## config.mk

```make
export PLATFORM = sky130hd
export DESIGN_NAME = dmem_arbiter
export DESIGN_NICKNAME = d
export VERILOG_FILES = /design/src/rtl/dmem_arbiter_pkg.sv /design/src/rtl/dmem_arbiter_lsu_align.sv /design/src/rtl/dmem_arbiter.sv
export SDC_FILE = /design/constraint.sdc
export NUM_CORES = 1
export LEC_CHECK = 0
export ABC_CLOCK_PERIOD_IN_PS = 3600
export CAP_MARGIN = 10
export CORE_AREA = 2 2 120 122
export CTS_BUF_LIST = sky130_fd_sc_hd__clkbuf_8
export CTS_CLUSTER_DIAMETER = 80
export CTS_CLUSTER_SIZE = 16
export DETAILED_ROUTE_END_ITERATION = 12
export DIE_AREA = 0 0 122 124
export PLACE_DENSITY = 0.7
export RECOVER_POWER = 50
export SYNTH_ARGS = -nofsm -noshare
export SYNTH_HDL_FRONTEND = slang
export SYNTH_HIERARCHICAL = 1
export SYNTH_SLANG_ARGS = --single-unit
export TNS_END_PERCENT = 100
```

## constraint.sdc

```tcl
create_clock -name clk -period 3.6 [get_ports clk]
set_clock_uncertainty 0.15 [all_clocks]
set_input_delay 0.36 -clock clk [delete_from_list [all_inputs] [get_ports clk]]
set_output_delay 0.36 -clock clk [all_outputs]
set_load 0.02 [all_outputs]
```

## src/rtl/dmem_arbiter_pkg.sv

```systemverilog
// +----------------------------------------------------------------------+
// | dmem_arbiter_pkg                                                     |
// | Shared types for the data-memory path: access sizes, arbiter states. |
// | Revision: 1.0                                                        |
// +----------------------------------------------------------------------+
`default_nettype none

package dmem_arbiter_pkg;

    // Encodings match the core's func3 field for loads and stores.
    typedef enum logic [2:0] {
        SZ_B  = 3'b000,
        SZ_H  = 3'b001,
        SZ_W  = 3'b010,
        SZ_BU = 3'b100,
        SZ_HU = 3'b101
    } mem_size_t;

    typedef enum logic [1:0] {
        ST_IDLE      = 2'd0,
        ST_RESP_CORE = 2'd1,
        ST_RESP_DBG  = 2'd2
    } arb_state_t;

    typedef enum logic [0:0] {
        GNT_CORE = 1'b0,
        GNT_DBG  = 1'b1
    } grant_t;

    typedef enum logic [3:0] {
        ALU_ADD  = 4'd0,
        ALU_SUB  = 4'd1,
        ALU_AND  = 4'd2,
        ALU_OR   = 4'd3,
        ALU_XOR  = 4'd4,
        ALU_SLL  = 4'd5,
        ALU_SRL  = 4'd6,
        ALU_SRA  = 4'd7,
        ALU_SLT  = 4'd8,
        ALU_SLTU = 4'd9
    } alu_ops_t;

    localparam logic [3:0] c_MASK_ALL = 4'b1111;

endpackage

`default_nettype wire

```

## src/rtl/dmem_arbiter_lsu_align.sv

```systemverilog
// +----------------------------------------------------------------------+
// | lsu_align                                                            |
// | Store lane steering / byte mask, load extension, misalign detection. |
// | Revision: 1.0                                                        |
// +----------------------------------------------------------------------+
`default_nettype none

module lsu_align
    import dmem_arbiter_pkg::*;
(
    input  logic [1:0]  st_off,
    input  logic [2:0]  st_size,
    input  logic [31:0] st_wdata,
    output logic [31:0] st_wdata_lane,
    output logic [3:0]  st_mask,
    output logic        misalign,
    input  logic [1:0]  ld_off,
    input  logic [2:0]  ld_size,
    input  logic [31:0] ld_raw,
    output logic [31:0] ld_data
);

    logic [7:0]  w_byte;
    logic [15:0] w_half;

    always_comb begin
        st_wdata_lane = '0;
        st_mask       = '0;
        misalign      = 1'b0;
        case (st_size)
            SZ_B, SZ_BU: begin
                st_wdata_lane = {4{st_wdata[7:0]}};
                st_mask       = 4'b0001 << st_off;
            end
            SZ_H, SZ_HU: begin
                st_wdata_lane = {2{st_wdata[15:0]}};
                st_mask       = 4'b0011 << {st_off[1], 1'b0};
                misalign      = st_off[0];
            end
            SZ_W: begin
                st_wdata_lane = st_wdata;
                st_mask       = c_MASK_ALL;
                misalign      = |st_off;
            end
            default: misalign = 1'b1;
        endcase
    end

    always_comb begin
        w_byte = ld_raw[7:0];
        case (ld_off)
            2'd0:    w_byte = ld_raw[7:0];
            2'd1:    w_byte = ld_raw[15:8];
            2'd2:    w_byte = ld_raw[23:16];
            default: w_byte = ld_raw[31:24];
        endcase
        w_half = ld_off[1] ? ld_raw[31:16] : ld_raw[15:0];
    end

    always_comb begin
        ld_data = ld_raw;
        case (ld_size)
            SZ_B:    ld_data = {{24{w_byte[7]}}, w_byte};
            SZ_BU:   ld_data = {24'd0, w_byte};
            SZ_H:    ld_data = {{16{w_half[15]}}, w_half};
            SZ_HU:   ld_data = {16'd0, w_half};
            default: ld_data = ld_raw;
        endcase
    end

endmodule

`default_nettype wire

```

## src/rtl/dmem_arbiter.sv

```systemverilog
// +----------------------------------------------------------------------+
// | dmem_arbiter                                                         |
// | Shares the single-port data memory between core load/store and debug.|
// | Revision: 1.0                                                        |
// +----------------------------------------------------------------------+
`default_nettype none

module dmem_arbiter
    import dmem_arbiter_pkg::*;
#(
    parameter int          ADDR_W   = 32,
    parameter int unsigned DBG_PRIO = 0
) (
    input  logic              clk,
    input  logic              reset,
    input  logic              core_rd,
    input  logic              core_wr,
    input  logic [ADDR_W-1:0] core_addr,
    input  logic [31:0]       core_wdata,
    input  logic [2:0]        core_size,
    output logic              core_stall,
    output logic [31:0]       core_rdata,
    output logic              core_rvalid,
    output logic              core_misalign,
    input  logic              dbg_req,
    input  logic              dbg_we,
    input  logic [ADDR_W-1:0] dbg_addr,
    input  logic [31:0]       dbg_wdata,
    output logic              dbg_gnt,
    output logic [31:0]       dbg_rdata,
    output logic              dbg_rvalid,
    output logic              mem_en,
    output logic              mem_we,
    output logic [ADDR_W-3:0] mem_addr,
    output logic [31:0]       mem_wdata,
    output logic [3:0]        mem_wmask,
    input  logic [31:0]       mem_rdata
);

    arb_state_t r_state;
    grant_t     r_last_grant;
    logic [1:0] r_ld_off;
    logic [2:0] r_ld_size;

    logic [31:0] w_st_wdata;
    logic [3:0]  w_st_mask;
    logic        w_misalign;
    logic [31:0] w_ld_data;
    logic        w_idle;
    logic        w_core_req;
    logic        w_core_ok;
    logic        w_dbg_ok;
    logic        w_dbg_wins;
    logic        w_gnt_core;
    logic        w_gnt_dbg;
    logic        w_unused_ok;

    assign w_unused_ok = ^dbg_addr[1:0];

    lsu_align u_lsu_align (
        .st_off        (core_addr[1:0]),
        .st_size       (core_size),
        .st_wdata      (core_wdata),
        .st_wdata_lane (w_st_wdata),
        .st_mask       (w_st_mask),
        .misalign      (w_misalign),
        .ld_off        (r_ld_off),
        .ld_size       (r_ld_size),
        .ld_raw        (mem_rdata),
        .ld_data       (w_ld_data)
    );

    assign w_idle     = (r_state == ST_IDLE) && !reset;
    assign w_core_req = (core_rd | core_wr) && !reset;
    assign w_core_ok  = w_core_req && !w_misalign && w_idle;
    assign w_dbg_ok   = dbg_req && w_idle;

    // On a tie the requester that did not win last time takes the slot.
    assign w_dbg_wins = (DBG_PRIO != 0) || (r_last_grant == GNT_CORE);
    assign w_gnt_core = w_core_ok && !(w_dbg_ok && w_dbg_wins);
    assign w_gnt_dbg  = w_dbg_ok && !(w_core_ok && !w_dbg_wins);

    always_comb begin
        mem_en    = w_gnt_core | w_gnt_dbg;
        mem_we    = 1'b0;
        mem_addr  = '0;
        mem_wdata = '0;
        mem_wmask = '0;
        if (w_gnt_core) begin
            mem_we   = core_wr;
            mem_addr = core_addr[ADDR_W-1:2];
            if (core_wr) begin
                mem_wdata = w_st_wdata;
                mem_wmask = w_st_mask;
            end
        end else if (w_gnt_dbg) begin
            mem_we   = dbg_we;
            mem_addr = dbg_addr[ADDR_W-1:2];
            if (dbg_we) begin
                mem_wdata = dbg_wdata;
                mem_wmask = c_MASK_ALL;
            end
        end
    end

    // In RESP_CORE the still-asserted request is the one being answered.
    assign core_misalign = w_core_req && w_misalign && (r_state != ST_RESP_CORE);
    assign core_stall    = w_core_req && !w_misalign && (r_state != ST_RESP_CORE)
                           && !(w_gnt_core && core_wr);
    assign dbg_gnt       = w_gnt_dbg;

    assign core_rvalid = (r_state == ST_RESP_CORE) && !reset;
    assign core_rdata  = core_rvalid ? w_ld_data : 32'd0;
    assign dbg_rvalid  = (r_state == ST_RESP_DBG) && !reset;
    assign dbg_rdata   = dbg_rvalid ? mem_rdata : 32'd0;

    always_ff @(posedge clk) begin
        if (reset) begin
            r_state      <= ST_IDLE;
            r_last_grant <= GNT_DBG;
            r_ld_off     <= 2'd0;
            r_ld_size    <= 3'd0;
        end else begin
            case (r_state)
                ST_IDLE: begin
                    if (w_gnt_core && !core_wr) begin
                        r_state <= ST_RESP_CORE;
                    end else if (w_gnt_dbg && !dbg_we) begin
                        r_state <= ST_RESP_DBG;
                    end
                end
                default: r_state <= ST_IDLE;
            endcase
            if (w_gnt_core) begin
                r_last_grant <= GNT_CORE;
                r_ld_off     <= core_addr[1:0];
                r_ld_size    <= core_size;
            end
            if (w_gnt_dbg) begin
                r_last_grant <= GNT_DBG;
            end
        end
    end

endmodule

`default_nettype wire

```

### Word-level counts from Yosys, hierarchy flattened

Index checks and enable logic that the tools add are counted.

* flip-flop bits (word level): 8
* input port bits: 169
* output and inout bits: 137
* logic and storage cells: 81

* bitwise gates (word level): 4
* mux-type cells: 22
* equality and inequality tests: 12
* shift-type cells: 2
* reduce and logical (&&, ||, !) cells: 36

Operators with widths (number)
* two-way mux 32 bit: 6
* one-hot mux 32 bit (4 select lines): 1
* one-hot mux 32 bit (3 select lines): 1
* two-way mux 30 bit: 2
* one-hot mux 8 bit (3 select lines): 1
* logical AND 1 bit: 18
* two-way mux 16 bit: 1
* two-way mux 4 bit: 4
* == test 3 bit, second input constant: 4
* one-hot mux 4 bit (3 select lines): 1
* OR reduction 2 bit: 5
* logical NOT 1 bit: 7
* == test 3 x 1 -> 1 bit, second input constant: 2
* logical NOT 3 bit: 2
* == test 2 x 1 -> 1 bit, second input constant: 2
* == test 2 bit, second input constant: 2
* logical NOT 2 bit: 2
* two-way mux 1 bit: 4
* left shift 1 x 2 -> 4 bit, first input constant: 1
* left shift 2 x 2 -> 4 bit, first input constant: 1
* == test 3 x 2 -> 1 bit, second input constant: 1
* one-hot mux 1 bit (3 select lines): 1
* OR reduction 3 bit: 1
* != test 2 x 1 -> 1 bit, second input constant: 1
* other kinds (3): 5

### Longest topological paths before layout

Gate-level depths: netlist of run 1.

* word-level depth: 12
* depth in mapped cells: 8

### By module

Netlist of run 1, hierarchy kept.

By module, submodules not included
* dmem_arbiter: area each 1592.8 µm², seq. area each 160.2 µm², instances 1, cells each 202
* lsu_align: area each 1273.7 µm², seq. area each 0.0 µm², instances 1, cells each 194

### Worst setup path after synthesis of run 1

Ideal clock, no wire load.

* path kind: input port to output port
* start: input core_size[1]
* end: output mem_addr[17]
* buffers on the path: 2
* slack: 1.142 ns
* required time: 3.090 ns
* data arrival time: 1.948 ns
* stages on the path: 7
* cell sequence: clkbuf_1 -> o31a_1 -> o22a_1 -> inv_1 -> a31oi_1 -> buf_2 -> a22o_1

* word-level cells in the longest chain between the ends: 11
* elaborated cells on any way between the ends: 17

RTL lines
* start, declared: RTL line dmem_arbiter.sv:20 `input logic [2:0] core_size,`
* == test 3 x 1 -> 1 bit, or another cell as far along: RTL line dmem_arbiter_lsu_align.sv:30 `case (st_size)`
* OR reduction 2 bit: RTL line dmem_arbiter_lsu_align.sv:30
* one-hot mux 1 bit (3 select lines) (*): RTL line dmem_arbiter_lsu_align.sv:30
* via w_misalign: RTL line dmem_arbiter.sv:47 `logic w_misalign;`
* logical NOT 1 bit (*): RTL line dmem_arbiter.sv:75 `assign w_core_ok = w_core_req && !w_misalign && w_idle;`
* logical AND 1 bit (*) (2 in series): RTL line dmem_arbiter.sv:75
* logical AND 1 bit (*): RTL line dmem_arbiter.sv:81 `assign w_gnt_dbg = w_dbg_ok && !(w_core_ok && !w_dbg_wins);`
* logical NOT 1 bit (*): RTL line dmem_arbiter.sv:81
* logical AND 1 bit (*): RTL line dmem_arbiter.sv:81
* via dbg_gnt: RTL line dmem_arbiter.sv:29 `output logic dbg_gnt,`
* two-way mux 30 bit (*): RTL line dmem_arbiter.sv:96 `end else if (w_gnt_dbg) begin`
* two-way mux 30 bit (*): RTL line dmem_arbiter.sv:89 `if (w_gnt_core) begin`
* end, declared: RTL line dmem_arbiter.sv:34 `output logic [ADDR_W-3:0] mem_addr,`

The timed path passes the listed nets; every way through them passes the cells marked *.

### Final worst setup path of run 1

* start: input core_size[2]
* end: output mem_addr[3]

* word-level cells in the longest chain between the ends: 11
* elaborated cells on any way between the ends: 17

RTL lines (RTL line)
* == test 3 x 1 -> 1 bit, or another cell as far along: dmem_arbiter_lsu_align.sv:30
* OR reduction 2 bit: dmem_arbiter_lsu_align.sv:30
* one-hot mux 1 bit (3 select lines) (*): dmem_arbiter_lsu_align.sv:30
* via w_misalign: dmem_arbiter.sv:47
* logical NOT 1 bit (*): dmem_arbiter.sv:75
* logical AND 1 bit (*) (2 in series): dmem_arbiter.sv:75
* logical AND 1 bit: dmem_arbiter.sv:81
* logical NOT 1 bit: dmem_arbiter.sv:81
* logical AND 1 bit: dmem_arbiter.sv:81
* two-way mux 30 bit: dmem_arbiter.sv:96
* two-way mux 30 bit (*): dmem_arbiter.sv:89

Marked as above.

==> impl_results.md, run 1 <==
- Ys async rst share: 0%
- Multi-input gate area: 2430 um^2
- Setup violators final: 0
- Post-synthesis register bit count: 8
- TNS Setup: 0 ns
- CTS root buf: clkbuf_8
- CTS tree: done
- Die X: 122 um
- Startpoint Class: input pin
- Initial Util: 20.89%
- Yosys warning total: 6
- Reg area: 160.2 um^2
- Clk sinks: 8
- Drt pass-1 iters: 4
- Number of synthesized flops with an enable pin: 0
- H-tree levels: 1
- DRC Markers: 0
- Resized Gates After CTS: 0
- Register area share after synthesis: 5.587%
- Crit. End Element: output pin
- Hold/Removal Path Class: reg -> reg
- CTS buffer count: 3
- Cell Pwr Density: 163.7 nW/um^2
- Die area: 15130 um^2
- Routed length per instance: 19.38 um
- Diode count: 0
- Tmin final: 3.465 ns
- Setup Buffers After CTS: 0
- Fillcell total: 1351
- Pleak: 2.591 nW
- Hold_buf cts: 0
- Clock transition at path regs: 0.04 ns
- Syn Std Cell Area: 2866 um^2
- Antenna violations before repair: 0
- GPL Wtd Cong: 0.8532
- Syn avg cell area: 7.239 um^2
- Final wirelength: 16550 um
- RSZ-0062 raised after global routing: no
- Layout area overhead: 111.5%
- Kind of critical path: in -> out
- Clock buffer depth: 2
- Vias in the first global route: 4164
- Synth Flop Type: dfxtp_1
- DP HPWL: 13630 um
- Max-slew headroom: 43.74%
- Worst-margin pin slew: 0.8351 ns
- Vias post-DR: 4411
- First DRT Iteration DRCs: 258
- I/O pin total: 306
- Crit-path max FO: 30
- VDD IR-drop max: 108.0 uV
- Skew-Pair Late Insertion Delay: 0.23 ns
- Peak Freq: 288.6 MHz
- Commonest non-fill, non-tap cell in the layout: clkdlybuf4s50_1
- Worst EP required: 3.09 ns
- Cell variety after synth: 46
- Die Height: 124 um
- First-pass GRT wire length: 22980 um
- Post-Route Hold Slack: 0.4336 ns
- Gate Count Post-Synth: 396
- Share of cells above drive strength 1: 10.98%
- Status: finished, final reports clean
- Critical path arrival: 2.95 ns
- Final Hold Violating Endpoints: 0
- Largest net degree at the start of global routing: 38
- Most frequent cells in the layout: clkdlybuf4s50_1, dlygate4sd3_1, a22o_1
- Syn_nets: 565
- Core area: 13720 um^2
- Total GRT Usage: 19.75%
- Vias per cell: 5.165
- Maxcap violations: 0
- Total grt overflow: 0
- Final Max Slew Viols: 0
- Site Rows: 43
- Final period utilization: 96.24%
- Final #Nets: 845
- Reg-to-reg slack, setup: 1.44 ns
- DRT antenna net count: 0
- I/O Buffers: 303
==> state kept, by name, summed over array words and instances (netlist names) <==
signal        count
r_ld_size         3
r_ld_off          2
r_last_grant      1
r_state           2
==> cells in the mapped netlist, types with 2 or more instances <==
cell | number | area, um^2
inv_1 | 12 | 45.04
nand2b_1 | 5 | 31.28
a22o_2 | 26 | 260.3
dfxtp_1 | 8 | 160.2
nand2_1 | 17 | 63.81
o21ai_0 | 26 | 130.1
and3_1 | 33 | 206.5
buf_6 | 6 | 67.56
or2_2 | 3 | 18.77
clkbuf_1 | 23 | 86.33
a21oi_1 | 25 | 125.1
o31ai_1 | 3 | 22.52
a21o_1 | 13 | 97.59
or4_1 | 2 | 15.01
nor2_1 | 16 | 60.06
buf_2 | 11 | 55.05
o21ai_1 | 3 | 15.01
a311oi_1 | 7 | 61.31
a22o_1 | 43 | 376.6
mux2_2 | 6 | 67.56
buf_4 | 4 | 30.03
and2_1 | 42 | 262.8
o22ai_1 | 7 | 43.79
a221o_1 | 8 | 80.08
nor2b_1 | 19 | 118.9
mux4_2 | 8 | 180.2
==> power breakdown <==
part	internal, mW	switching (mW)
sequential	0.0955	0.0154
combinational	0.415	0.356
clock	0.0727	0.0379
==> metal layers <==
metal,share of wire [%],GRT usage [%]
met5,0,0
met4,1.7,4.598
met3,8.6,4.625
met2,53,36.42
met1,37,23.08
==> critical path, cell delays in order <==
cell and delay (ns):
clkdlybuf4s50_1 0.54, o31a_1 0.29, o22a_1 0.28, nor4_2 0.30, buf_4 0.34, a22o_1 0.22
clkdlybuf4s50_1 0.61
==> cells by family after synthesis <==
logic type / Yosys count / synth area share [%]
and+or+nand+nor: 147 / 29.99
DFF: 8 / 5.587
AOI/OAI and AO/OA: 170 / 45.74
muxes: 14 / 8.642
buffers and inverters: 57 / 10.04
==> worst paths after layout <==
| check | from | endpoint | cells after the start |
|---|---|---|---|
| worst max register to register | r_state[1] | r_ld_off[1] | 4 |
| worst min-delay path | r_last_grant | r_last_grant | 2 |
| worst max-delay path | core_size[2] | mem_addr[3] | 7 |
| worst min register to register | r_last_grant | r_last_grant | 2 |
==> per-stage QoR <==
step	utilization, %	std cells	cell area [um^2]	worst slack [ns]	total power, mW
final	44.20	854	6063	0.1354	0.9923
after CTS	44.58	854	6116	0.1200	1.014
after floorplan	-	396	2867	1.142	0.4916
after global routing	44.20	854	6063	0.03450	1.056
after global placement	44.28	851	6075	0.1291	0.8834
after detailed placement	44.28	851	6075	0.1302	0.8968
==> cell type report <==
class,count,area share [%]
clock buffers,3,0.6810
inverters,12,0.7429
multi-input cells,331,40.07
flip-flops and latches,8,2.641
well taps,180,3.714
repair buffers,320,52.15
(Power assumes the default switching activity.)
==> inputs of run 2 (changes only) <==
Settings changed: CTS_CLUSTER_SIZE 16 to 28.
==> results of run 2 <==
Same layout as run 1: the final DEF is identical, and so are final timing and power.
==> inputs of run 3 (changes only) <==
Settings changed: CTS_CLUSTER_DIAMETER 80 to not set.
==> results of run 3 <==
Same layout as run 1: the final DEF is identical, and so are final timing and power.
